**src/rtl/ram_arbiter.sv**
```systemverilog
// Shares one single-port synchronous RAM between the CPU data port (m0) and the
// boot/stream loader (m1): CPU-weighted priority with bounded loader starvation.
module ram_arbiter #(
    parameter int WIDTH = 32,
    parameter int DEPTH = 100_000,
    parameter int BURST = 4
) (
    input  logic             clk,
    input  logic             rst,
    input  logic             m0_req,
    input  logic             m0_we,
    input  logic [WIDTH-1:0] m0_addr,
    input  logic [WIDTH-1:0] m0_wdata,
    output logic             m0_gnt,
    output logic             m0_rvalid,
    output logic [WIDTH-1:0] m0_rdata,
    output logic             m0_err,
    input  logic             m1_req,
    input  logic             m1_we,
    input  logic [WIDTH-1:0] m1_addr,
    input  logic [WIDTH-1:0] m1_wdata,
    output logic             m1_gnt,
    output logic             m1_rvalid,
    output logic [WIDTH-1:0] m1_rdata,
    output logic             m1_err,
    output logic             ram_enw,
    output logic [WIDTH-1:0] ram_address,
    output logic [WIDTH-1:0] ram_wdata,
    input  logic [WIDTH-1:0] ram_rdata
);
    localparam logic [WIDTH-1:0] LIMIT     = WIDTH'(DEPTH);
    localparam logic [3:0]       BURST_MAX = 4'(BURST);

    logic [3:0]       cnt;
    logic [3:0]       cnt_next;
    logic             any_gnt;
    logic             sel_owner;
    logic             sel_we;
    logic             sel_oor;
    logic [WIDTH-1:0] sel_addr;
    logic [WIDTH-1:0] sel_wdata;
    logic             rd_valid;
    logic             rd_owner;
    logic             rd_oor;
    logic             wr_err;
    logic             wr_owner;

    // cnt only grows while both masters contend; every other case clears it.
    always_comb begin
        m0_gnt   = 1'b0;
        m1_gnt   = 1'b0;
        cnt_next = '0;
        if (!rst) begin
            if (m0_req && m1_req) begin
                if (cnt < BURST_MAX) begin
                    m0_gnt   = 1'b1;
                    cnt_next = cnt + 4'd1;
                end else begin
                    m1_gnt = 1'b1;
                end
            end else if (m0_req) begin
                m0_gnt = 1'b1;
            end else if (m1_req) begin
                m1_gnt = 1'b1;
            end
        end
    end

    always_comb begin
        any_gnt   = m0_gnt | m1_gnt;
        sel_owner = m1_gnt;
        sel_we    = 1'b0;
        sel_addr  = '0;
        sel_wdata = '0;
        if (m0_gnt) begin
            sel_we    = m0_we;
            sel_addr  = m0_addr;
            sel_wdata = m0_wdata;
        end else if (m1_gnt) begin
            sel_we    = m1_we;
            sel_addr  = m1_addr;
            sel_wdata = m1_wdata;
        end
    end

    assign sel_oor     = sel_addr >= LIMIT;
    assign ram_enw     = sel_we && !sel_oor;
    assign ram_address = sel_addr;
    assign ram_wdata   = sel_wdata;

    always_ff @(posedge clk) begin
        if (rst) begin
            cnt      <= '0;
            rd_valid <= 1'b0;
            rd_owner <= 1'b0;
            rd_oor   <= 1'b0;
            wr_err   <= 1'b0;
            wr_owner <= 1'b0;
        end else begin
            cnt      <= cnt_next;
            rd_valid <= any_gnt && !sel_we;
            rd_owner <= sel_owner;
            rd_oor   <= sel_oor;
            wr_err   <= any_gnt && sel_we && sel_oor;
            wr_owner <= sel_owner;
        end
    end

    // Returns are masked while rst is high so a read granted just before reset never surfaces.
    assign m0_rvalid = rd_valid && !rd_owner && !rst;
    assign m1_rvalid = rd_valid && rd_owner && !rst;
    assign m0_rdata  = (m0_rvalid && !rd_oor) ? ram_rdata : '0;
    assign m1_rdata  = (m1_rvalid && !rd_oor) ? ram_rdata : '0;
    assign m0_err    = (m0_rvalid && rd_oor) || (wr_err && !wr_owner && !rst);
    assign m1_err    = (m1_rvalid && rd_oor) || (wr_err && wr_owner && !rst);

endmodule

```
**config.mk**
```make
export PLATFORM = sky130hd
export DESIGN_NAME = ram_arbiter
export DESIGN_NICKNAME = d
export VERILOG_FILES = /design/src/rtl/ram_arbiter.sv
export SDC_FILE = /design/constraint.sdc
export NUM_CORES = 1
export LEC_CHECK = 0
export ABC_AREA = 1
export BUFFER_PORTS_ARGS = -buffer_cell sky130_fd_sc_hd__buf_4
export CORE_AREA = 5 5 115 117
export CTS_BUF_LIST = sky130_fd_sc_hd__clkbuf_16
export DETAILED_ROUTE_END_ITERATION = 16
export DIE_AREA = 0 0 120 122
export GPL_TIMING_DRIVEN = 0
export RECOVER_POWER = 100
export SLEW_MARGIN = 20
export SYNTH_ARGS = -nofsm -noshare
export SYNTH_HDL_FRONTEND = slang
export SYNTH_SLANG_ARGS = --single-unit
```
**constraint.sdc**
```tcl
create_clock -name clk -period 1.87 [get_ports clk]
set_clock_uncertainty 0.05 [all_clocks]
set_input_delay 0.2805 -clock clk [delete_from_list [all_inputs] [get_ports clk]]
set_output_delay 0.2805 -clock clk [all_outputs]
set_load 0.02 [all_outputs]
```
==> results of run 1 <==
## repair_timing
action / in CTS / in global routing
setup buffers: 8 / 2
endpoints found under the setup margin: 54 / 101
pin swaps: 4 / 3
gates resized for setup: 14 / 29
gates cloned: 0 / 0
## metrics by stage
step / std cells / power, mW / worst slack, ps
after floorplan: 321 / 0.584 / 11.6
after global placement: 771 / 1.07 / -357
after detailed placement: 771 / 1.08 / -379
after CTS: 782 / 1.46 / -333
after global routing: 784 / 1.56 / -500
final: 784 / 1.47 / -304
## kinds of logic after synthesis
| logic type | share of synthesized area, % |
|---|---|
| flops | 8.75 |
| xor+xnor | 0.479 |
| buf+inv | 25.3 |
| fa+ha+maj | 0.684 |
| compound gates | 29.9 |
| other cells | 0.205 |
| simple gates | 34.7 |
## worst min-delay path, cell delays in order
cell	delay, ps
buf_4	130
nand3_1	120
nor2_1	50
## flip-flops by register name, indices dropped and copies added, names as in the netlist
| signal | cells |
|---|---|
| cnt | 4 |
| rd_valid | 1 |
| wr_err | 1 |
| rd_oor | 1 |
| wr_owner | 1 |
## cell usage in the layout (no fill, tap or decap), drive strengths merged
master,instances
conb,1
dfxtp,8
buf,327
inv,86
or3,1
o21ai,20
nand3,19
nand2,41
nor2,77
xnor2,1
o22ai,2
a21oi,3
a22o,39
clkbuf,5
nor3,3
ha,1
## routing by layer
metal / track usage [%] / up-vias / share of wire (%)
li1: - / 1630 / -
met1: 16.8 / 1402 / 39
met2: 25.2 / 156 / 50
met3: 3.90 / 2 / 9.9
met4: 1.50 / 0 / 0.38
met5: 0 / - / 0
## cell type report
| type | instances | area share, % |
|---|---|---|
| buffer | 19 | 3.94 |
| clock buffer | 3 | 1.65 |
| timing repair buffer | 310 | 51.8 |
| inverter | 86 | 7.22 |
| sequential | 8 | 3.58 |
| tap | 150 | 4.13 |
| multi-input combinational | 208 | 27.6 |
## report_power, final
| group | internal, mW | switching, mW | leakage (nW) |
|---|---|---|---|
| clock network | 0.275 | 0.0788 | 0.0370 |
| logic | 0.488 | 0.438 | 2.64 |
| registers | 0.180 | 0.00489 | 0.0663 |
| total | 0.944 | 0.521 | 2.74 |
## path summary, 6_finish.rpt
path	start	to	slack, ps	cells after the start
worst min-delay path	m0_req	cnt[2]$_SDFF_PP0_	350	3
worst max-delay path	cnt[3]$_SDFF_PP0_	ram_enw	-300	13
worst max register to register	cnt[2]$_SDFF_PP0_	wr_err$_SDFF_PP0_	100	12
worst min register to register	cnt[0]$_SDFF_PP0_	cnt[0]$_SDFF_PP0_	370	1
==> out/metrics.cfg, run 1 <==
[run_status]
status = finished with violations
failed_checks = setup timing

[placement]
gp_congestion = 0.838
dp.final_hpwl_um = 10000
io_buffers = 300
place_area_um2 = 4280

[cells_and_area]
layout.nets = 803
n_antenna_cell = 0
area_growth_pct = 148
multi_input_area_um2 = 1250
drive_gt1_share_pct = 60.4
regArea_um2 = 163
nFillCells = 1297
fin_area_um2 = 4540
fin_util_pct = 37.0

[drt]
first_pass_iters = 4
post-route-drc-count = 0
vias = 3190
wl_um = 11200
drtIter0Drc = 70
vias_per_cell = 4.07
wl_per_cell_um = 14.3
ant_nets = 0

[sta]
post-route-min-period_ps = 2170
setup_slack_ps = -304
setup_viol = 38
rsz0062_at_grt = true
slew_violations = 0
fmax_mhz = 460
hold_ws_ps = 346
final_hold_viol_count = 0
finalSetupTns_ps = -5030
fin_crit_sh_pct = 116

[synthesis]
synth_ff_type = dfxtp_1
synthesis.nets = 488
synth_top_area_cell = a22o_1
ys_seq_area_share_pct = 8.76
synth-edff-count = 0
async_flop_share_pct = 0
yosys.area.top_type_share_pct = 18.7
syn_avg_cell_area_um2 = 5.70
ys_warn_count = 0
yosysMostFrequentCell = inv_1
syn_area_um2 = 1830
ys_seq_elements = 8
synth_commonest_cells = inv_1 (79), nor2_1 (72), a22o_1 (39), nand2_1 (30), nand3_1 (19)
synth_cell_types = 30
syn-instance-count = 321
synth.area.top_cells = a22o_1 (19%), inv_1 (16%), nor2_1 (15%)

[clock_network]
cts_sinks = 8
cts_tree = built
clk_pin_slew_ps = 40
root_buffer = clkbuf_16
clockBufferDepth = 2
clock_latency_ps = 230
cts_hold_buf = 0
htree_num_levels = 1
cts_buffers = 3

[grt]
grt_max_degree = 11
grt_pass1_vias = 3171
grt-ovfl-total = 0
antenna_found_initial = 0
grt_use_total_pct = 13.9
grt_pass1_wl_um = 16400

[critical_path]
crit_fanout = 5
start_kind = flop
cp_common_cell = nor2_4
crit_type = flop to output pin
cp_num_buf_inv = 3
cp_top_family = simple AND/OR/NAND/NOR gates
crit_path_max_incr_delay_ps = 340
path_cells = nor2_4 > nand2_4 > buf_4 > nand3_1 > o21ai_1 > inv_1 > nand2_1 > nor2_1 > nand2_1 > nor2_4 > nand2_2 > nor2_4 > buf_6
worst_ep_required_time_ps = 1540
crit_path_end_kind = output pin
timing.critical_path.arrival_ps = 1840
critPathSlowestCell = dfxtp_2

[die]
rows = 41
fp.dieArea_um2 = 14600
start_util_pct = 14.9
die_w_um = 120
die_y_um = 122
core-area_um2 = 12300
io_pins = 301

[power]
ir_worst_vdd_mv = 0.296
cellPowerDensity_nw_per_um2 = 323
p_leak_nw = 2.74

[run]
maxCapViolCount = 0

[min_path]
hold_path.class = input port to flop

Note: power is estimated with default switching activity, not from simulation.
==> run 2, diff against run 1 <==
--- a/config.mk
+++ b/config.mk
@@ -5,13 +5,17 @@
 export SDC_FILE = /design/constraint.sdc
 export NUM_CORES = 1
 export LEC_CHECK = 0
-export ABC_AREA = 1
 export BUFFER_PORTS_ARGS = -buffer_cell sky130_fd_sc_hd__buf_4
-export CORE_AREA = 5 5 115 117
+export CAP_MARGIN = 20
+export CELL_PAD_IN_SITES_DETAIL_PLACEMENT = 0
+export CELL_PAD_IN_SITES_GLOBAL_PLACEMENT = 2
+export CORE_ASPECT_RATIO = 0.5
+export CORE_MARGIN = 5
+export CORE_UTILIZATION = 10
 export CTS_BUF_LIST = sky130_fd_sc_hd__clkbuf_16
 export DETAILED_ROUTE_END_ITERATION = 16
-export DIE_AREA = 0 0 120 122
 export GPL_TIMING_DRIVEN = 0
+export PLACE_DENSITY_LB_ADDON = 0.1
 export RECOVER_POWER = 100
 export SLEW_MARGIN = 20
 export SYNTH_ARGS = -nofsm -noshare
==> run 2 against run 1 <==
  * The run still ends with setup timing left
  * Global-route usage down 1.9 points
  * Register-to-register slack improved by 100 ps
  * Sequential power is essentially flat
  * Cell count decreased by 6.4%
  * Die area increased by 28%
  * Synthesized cell count shrank 32%
  * Flip-flop and latch count stayed put
  * Maximum frequency down 0.22%
  * Combinational power increased by 5.1%
  * Clock power shrank 2%
  * Sequential share of layout area fell by 0.066 points
  * Core utilization shrank 6.6 points
==> out/metrics.cfg, run 2 <==
[power]
p_seq_share_pct = 12.4  ; was 12.6%
p_comb_share_pct = 64.6  ; was 63.2%
p_int_mw = 1.01  ; was 0.944 mW
p_sw_mw = 0.499  ; was 0.521 mW
cellPowerDensity_nw_per_um2 = 318  ; was 323 nW/um^2
power_mw = 1.51  ; was 1.47 mW
sw_frac_of_total_pct = 33.1  ; was 35.6%
ir_worst_vdd_mv = 0.337  ; was 0.296 mV
p_leak_nw = 2.45  ; was 2.74 nW
pwr-share-clk_pct = 23.0  ; was 24.2%

[synthesis]
syn_area_um2 = 1600  ; was 1830 um^2
synth_ff_type = dfxtp_1  ; unchanged
synth.area.top_cells = a22o_1 (35%), and2_1 (26%), dfxtp_1 (10%)  ; was a22o_1 (19%), inv_1 (16%), nor2_1 (15%)
yosys.area.top_type_share_pct = 34.5  ; was 18.7%
synth-edff-count = 0  ; unchanged
synth_commonest_cells = and2_1 (66), a22o_1 (63), buf_2 (13), dfxtp_1 (8), nor4_1 (8)  ; was inv_1 (79), nor2_1 (72), a22o_1 (39), nand2_1 (30), nand3_1 (19)
ys_seq_area_share_pct = 10.0  ; was 8.76%
yosysMostFrequentCell = and2_1  ; was inv_1
ys_warn_count = 0  ; unchanged
ys_seq_elements = 8  ; unchanged
async_flop_share_pct = 0  ; unchanged
synth_top_area_cell = a22o_1  ; unchanged
synthesis.nets = 385  ; was 488
synth_cell_types = 36  ; was 30
syn-instance-count = 218  ; was 321
syn_avg_cell_area_um2 = 7.34  ; was 5.70 um^2

[clock_network]
htree_num_levels = 1  ; unchanged
cts_sinks = 8  ; unchanged
clk_pin_slew_ps = 30  ; was 40 ps
cts_tree = built  ; unchanged
cts_hold_buf = 0  ; unchanged
clockBufferDepth = 2  ; unchanged
root_buffer = clkbuf_16  ; unchanged
cts_buffers = 3  ; unchanged
clock_latency_ps = 230  ; about the same

[cells_and_area]
largest_reg_flops = 4  ; unchanged
layout.nets = 699  ; was 803
area_growth_pct = 196  ; was 148%
fin_util_pct = 30.5  ; was 37.0%
n_antenna_cell = 0  ; unchanged
drive_gt1_share_pct = 69.4  ; was 60.4%
final_cell_mix = buf_4 (249), buf_6 (69), a22o_1 (62)  ; was buf_4 (304), inv_1 (79), nor2_1 (72)
top_register = cnt  ; unchanged
layout.cells.most_common = buf_4  ; unchanged
nFillCells = 1676  ; was 1,297

[die]
io_pins = 301  ; unchanged
fp.dieArea_um2 = 18800  ; was 14,600 um^2
die_w_um = 189  ; was 120 um
start_util_pct = 10.3  ; was 14.9%
rows = 32  ; was 41
core-area_um2 = 15500  ; was 12,300 um^2
die_y_um = 99.4  ; was 122 um

[drt]
drtIter0Drc = 56  ; was 70
ant_nets = 0  ; unchanged
wl_um = 12700  ; was 11,200 um
first_pass_iters = 4  ; unchanged
post-route-drc-count = 0  ; unchanged
wl_per_cell_um = 17.3  ; was 14.3 um
vias = 2927  ; was 3,190
vias_per_cell = 3.99  ; was 4.07

[min_path]
min_path_cells = 2  ; was 3
hold_path.class = input port to flop  ; unchanged
hp-start = rst  ; was m0_req
whs_endpoint = rd_valid$_SDFF_PP0_  ; was cnt[2]$_SDFF_PP0_

[sta]
slew_violations = 0  ; unchanged
fin_crit_sh_pct = 117  ; was 116%
rsz0062_at_grt = true  ; unchanged
fmax_mhz = 459  ; was 460 MHz
setup_slack_ps = -309  ; was -304 ps
post-route-min-period_ps = 2180  ; was 2170 ps
final_hold_viol_count = 0  ; unchanged
setup_viol = 69  ; was 38

[grt]
grt_pass1_vias = 3017  ; was 3,171
grt_max_degree = 11  ; unchanged
grt_pass1_wl_um = 17700  ; was 16,400 um
grt-ovfl-total = 0  ; unchanged
grt_use_total_pct = 12.0  ; was 13.9%
antenna_found_initial = 0  ; unchanged

[critical_path]
ff2ff_setup_slack_ps = 200  ; was 100 ps
crit_fanout = 5  ; unchanged
crit_type = flop to output pin  ; unchanged
start_kind = flop  ; unchanged
ff2ff_path_depth = 7  ; was 12
crit_path_end_kind = output pin  ; unchanged
timing.critical_path.arrival_ps = 1850  ; was 1840 ps
r2r-end = wr_err$_SDFF_PP0_  ; unchanged
r2r-start = cnt[2]$_SDFF_PP0_  ; unchanged
worst_ep_required_time_ps = 1540  ; about the same

[run]
maxCapViolCount = 0  ; unchanged

[placement]
gp_congestion = 0.754  ; was 0.838
dp.final_hpwl_um = 11200  ; was 10,000 um
io_buffers = 300  ; unchanged
place_ws_ps = -268  ; was -379 ps

[run_status]
status = finished with violations  ; unchanged
failed_checks = setup timing  ; unchanged

-- run 2: metrics by stage --
| stage | area (um^2) | cells | hold WS, ps | TNS, ps |
|---|---|---|---|---|
| after CTS | 4400 | 727 | 268 | -16500 |
| final | 4730 | 734 | 257 | -15260 |
| after floorplan | 1600 | 218 | 300 | 0 |
| after global placement | 4110 | 722 | 365 | -20770 |
| after detailed placement | 4110 | 722 | 366 | -21140 |
| after global routing | 4730 | 734 | 280 | -20530 |
-- run 2: worst max-delay path: stages, from the launching register on --
cell and delay [ps]:
dfxtp_2 320, or3b_4 430, nand3b_4 140, inv_6 60, a22oi_2 250, nor2b_2 180
o21a_1 130, buf_6 120
-- run 2: area by class of cell --
class / instances / area [um^2] / area share, %
Buffer: 20 / 203 / 4.28
Clock buffer: 3 / 75.1 / 1.59
Inverter: 5 / 23.8 / 0.502
Multi-Input combinational cell: 185 / 1430 / 30.2
Sequential cell: 8 / 166 / 3.52
Tap cell: 204 / 255 / 5.39
Timing Repair Buffer: 309 / 2580 / 54.5
-- run 2: worst max-delay path by stage --
stage	slack (ps)	start	to
after floorplan	50	cnt[2]$_SDFF_PP0_	ram_address[8]
after global placement	-260	m0_req	ram_address[0]
after detailed placement	-270	m0_req	ram_wdata[23]
after CTS	-300	cnt[3]$_SDFF_PP0_	ram_enw
after global routing	-420	cnt[2]$_SDFF_PP0_	ram_enw
final	-310	cnt[2]$_SDFF_PP0_	ram_enw
-- run 2: logic make-up (layout without fill, tap and decap cells) --
family	Yosys count	count (layout)	share of synthesized area [%]
AO/OA/AOI/OAI	80	80	41.9
adder cells (fa/ha/maj)	1	1	0.782
buffers and inverters	25	337	6.89
flip-flops	8	8	10.0
other	1	1	0.235
AND/OR/NAND/NOR	103	103	40.1
-- run 2: per-layer routing --
metal | wire length (um) | part of all wire, % | track usage [%] | vias to the layer above
li1 | - | - | - | 1451
met1 | 3950 | 31 | 10.9 | 1311
met2 | 6860 | 54 | 24.1 | 153
met3 | 1660 | 13 | 6.35 | 12
met4 | 199 | 1.6 | 1.85 | 0
met5 | 0 | 0 | 0 | -
-- run 2: power groups by stage --
| stage | Sequential [mW] | Clock (mW) | Combinational (mW) |
|---|---|---|---|
| 2_1_floorplan | 0.185 | 0 | 0.338 |
| 3_3_place_gp | 0.187 | 0 | 0.866 |
| 3_5_place_dp | 0.187 | 0 | 0.862 |
| 4_1_cts | 0.185 | 0.352 | 0.916 |
| 5_1_grt | 0.188 | 0.364 | 1.04 |
| 6_report | 0.187 | 0.347 | 0.973 |
-- run 2: repair_timing --
| action | 4_1_cts | 5_1_grt |
|---|---|---|
| resized for setup | 62 | 82 |
| endpoints found under the setup margin | 129 | 127 |
| buffers inserted | 2 | 5 |
| pin swaps | 4 | 15 |
| cloned | 0 | 2 |
==> run 3, diff against run 2 <==
--- a/config.mk
+++ b/config.mk
@@ -6,7 +6,6 @@
 export NUM_CORES = 1
 export LEC_CHECK = 0
 export BUFFER_PORTS_ARGS = -buffer_cell sky130_fd_sc_hd__buf_4
-export CAP_MARGIN = 20
 export CELL_PAD_IN_SITES_DETAIL_PLACEMENT = 0
 export CELL_PAD_IN_SITES_GLOBAL_PLACEMENT = 2
 export CORE_ASPECT_RATIO = 0.5
==> constraint.sdc (replaced) <==
create_clock -name clk -period 1.8 [get_ports clk]
set_clock_uncertainty 0.05 [all_clocks]
set_input_delay 0.27 -clock clk [delete_from_list [all_inputs] [get_ports clk]]
set_output_delay 0.27 -clock clk [all_outputs]
set_load 0.02 [all_outputs]
==> run 3 against run 2 <==
  * The run still ends with setup timing left
  * Core utilization hardly changed
  * Critical path depth is 1 lower
  * Clock power is 5% higher
  * Die area stayed put
  * Via count is 0.27% higher
  * First-iteration DRC count is 3.6% lower
  * Clock-buffer cell count stayed put
  * Largest cell class unchanged
  * Largest power group unchanged
==> out/metrics.cfg, run 3 (synthesized netlist as in run 2, its figures left out) <==
[cells_and_area]
largest_reg_flops = 4  ; unchanged
nFillCells = 1714  ; was 1,676
top_register = cnt  ; unchanged
layout.cells.most_common = buf_4  ; unchanged
layout.nets = 701  ; was 699
area_growth_pct = 196  ; about the same
n_antenna_cell = 0  ; unchanged
instances_no_fill = 736  ; was 734
final_cell_mix = buf_4 (261), a22o_1 (63), buf_6 (59)  ; was buf_4 (249), buf_6 (69), a22o_1 (62)
drive_gt1_share_pct = 70.3  ; was 69.4%

[die]
io_pins = 301  ; unchanged
fp.dieArea_um2 = 18800  ; unchanged
die_w_um = 189  ; unchanged
start_util_pct = 10.3  ; unchanged
rows = 32  ; unchanged
core-area_um2 = 15500  ; unchanged
die_y_um = 99.4  ; unchanged

[critical_path]
start_kind = flop  ; unchanged
crit_fanout = 4  ; was 5
ff2ff_path_depth = 6  ; was 7
critPathSlowestCell = or3b_4  ; unchanged
crit_path_max_incr_delay_ps = 420  ; was 430 ps
worst_ep_required_time_ps = 1480  ; was 1540 ps
r2r-end = rd_oor$_SDFF_PP0_  ; was wr_err$_SDFF_PP0_
crit_type = flop to output pin  ; unchanged
path_cells = or3b_4 > nand3b_4 > o22ai_1 > a311oi_2 > o21a_1 > buf_6  ; was or3b_4 > nand3b_4 > inv_6 > a22oi_2 > nor2b_2 > o21a_1 > buf_6
ff2ff_setup_slack_ps = 110  ; was 200 ps
crit_path_end_kind = output pin  ; unchanged
timing.critical_path.arrival_ps = 1820  ; was 1850 ps
r2r-start = cnt[3]$_SDFF_PP0_  ; was cnt[2]$_SDFF_PP0_

[sta]
fmax_mhz = 466
fin_crit_sh_pct = 119
post-route-min-period_ps = 2140
final_hold_viol_count = 0  ; unchanged
slew_violations = 0  ; unchanged
rsz0062_at_grt = true  ; unchanged
setup_viol = 65  ; was 69
finalSetupTns_ps = -17440  ; was -15,260 ps
setup_slack_ps = -344  ; was -309 ps

[drt]
wl_per_cell_um = 16.5  ; was 17.3 um
drtIter0Drc = 54  ; was 56
wl_met1_um = 4130  ; was 3950 um
first_pass_iters = 4  ; unchanged
post-route-drc-count = 0  ; unchanged
vias = 2935  ; was 2,927
wl_um = 12200  ; was 12,700 um
vias_per_cell = 3.99  ; about the same
top_layer_used = met4  ; unchanged
ant_nets = 0  ; unchanged
wl_met3_um = 1270  ; was 1660 um
dr_wl_met2_um = 6680  ; was 6860 um

[min_path]
hold_path.class = input port to flop  ; unchanged
hp-start = rst  ; unchanged
min_path_cells = 2  ; unchanged
whs_endpoint = rd_valid$_SDFF_PP0_  ; unchanged

[grt]
grt_pass1_wl_um = 17400  ; was 17,700 um
grt_pass1_vias = 3140  ; was 3,017
grt_use_total_pct = 11.6  ; was 12.0%
grt_max_degree = 11  ; unchanged
antenna_found_initial = 0  ; unchanged
grt-ovfl-total = 0  ; unchanged

[power]
power_mw = 1.55  ; was 1.51 mW
ir_worst_vdd_mv = 0.177  ; was 0.337 mV
p_seq_share_pct = 12.6  ; was 12.4%
p_sw_mw = 0.512  ; was 0.499 mW
pwr-share-clk_pct = 23.5  ; was 23.0%
p_comb_share_pct = 64.0  ; was 64.6%
p_int_mw = 1.04  ; was 1.01 mW
cellPowerDensity_nw_per_um2 = 328  ; was 318 nW/um^2
sw_frac_of_total_pct = 33.0  ; was 33.1%
p_leak_nw = 2.45  ; about the same

[placement]
io_buffers = 300  ; unchanged
place_ws_ps = -303  ; was -268 ps
dp.final_hpwl_um = 10900  ; was 11,200 um
gp_congestion = 0.720  ; was 0.754
placed_cells = 722  ; unchanged

[clock_network]
cts_buffers = 3  ; unchanged
root_buffer = clkbuf_16  ; unchanged
cts_tree = built  ; unchanged
cts_sinks = 8  ; unchanged
htree_num_levels = 1  ; unchanged
clk_pin_slew_ps = 30  ; about the same
clock_latency_ps = 230  ; about the same
clockBufferDepth = 2  ; unchanged

[run]
maxCapViolCount = 0  ; unchanged

[run_status]
failed_checks = setup timing  ; unchanged
status = finished with violations  ; unchanged

[run 3: cell types whose count changed in the layout (fill, tap and decap cells not counted), moves of 2 or more]
cell | before | now
buf_8 | 4 | 7
and2_4 | 14 | 22
inv_4 | 0 | 2
buf_4 | 249 | 261
buf_6 | 69 | 59
and2_1 | 51 | 43
clkbuf_4 | 3 | 1
[run 3: layout make-up]
type                    count  area, um^2  area share (%)
plain buffers              20         228            4.81
clock buffers               3        75.1            1.59
inverters                   5        23.8           0.503
multi-input cells         185        1420            30.1
flip-flops and latches      8         166            3.52
well taps                 204         255            5.40
repair buffers            311        2560            54.1
[run 3: power by group through the flow]
stage / combinational (mW) / clock (mW) / sequential [mW]
6_report: 0.991 / 0.364 / 0.195
5_1_grt: 1.06 / 0.381 / 0.196
4_1_cts: 0.979 / 0.367 / 0.194
3_5_place_dp: 0.893 / 0 / 0.194
3_3_place_gp: 0.898 / 0 / 0.194
2_1_floorplan: 0.351 / 0 / 0.192
[run 3: per-stage QoR]
step	hold slack (ps)	utilization [%]	cell area, um^2
2_1_floorplan	289	-	1600
3_5_place_dp	364	26.4	4110
5_1_grt	246	30.5	4730
6_report	231	30.5	4730
3_3_place_gp	366	26.4	4110
4_1_cts	242	29.2	4530
[run 3: worst max-delay path by stage]
| stage | startpoint | endpoint | slack [ps] | cells past startpoint |
|---|---|---|---|---|
| 2_1_floorplan | cnt[2]$_SDFF_PP0_ | ram_enw | 20 | 5 |
| 6_report | cnt[3]$_SDFF_PP0_ | ram_enw | -340 | 6 |
| 4_1_cts | cnt[3]$_SDFF_PP0_ | ram_enw | -350 | 7 |
| 3_5_place_dp | m0_req | ram_wdata[4] | -300 | 8 |
| 5_1_grt | cnt[3]$_SDFF_PP0_ | ram_enw | -430 | 6 |
| 3_3_place_gp | m1_addr[28] | ram_enw | -310 | 7 |
[run 3: per-layer routing]
| layer | GRT usage [%] | up-vias |
|---|---|---|
| li1 | - | 1453 |
| met1 | 11.4 | 1325 |
| met2 | 23.7 | 151 |
| met3 | 4.70 | 6 |
| met4 | 1.45 | 0 |
| met5 | 0 | - |
[run 3: what timing repair did]
item	in CTS	in global routing
hold buffers	0	0
endpoints found under the setup margin	129	127
pin swaps	5	18
resized for setup	87	59
setup buffers	7	2
gates cloned	1	1
[run 3: critical path: cells and delay by family, from the launching register on]
family	cells	cell delay (ps)
AO/OA/AOI/OAI	3	600
flip-flops	1	320
buffers and inverters	1	120
AND/OR/NAND/NOR	2	540
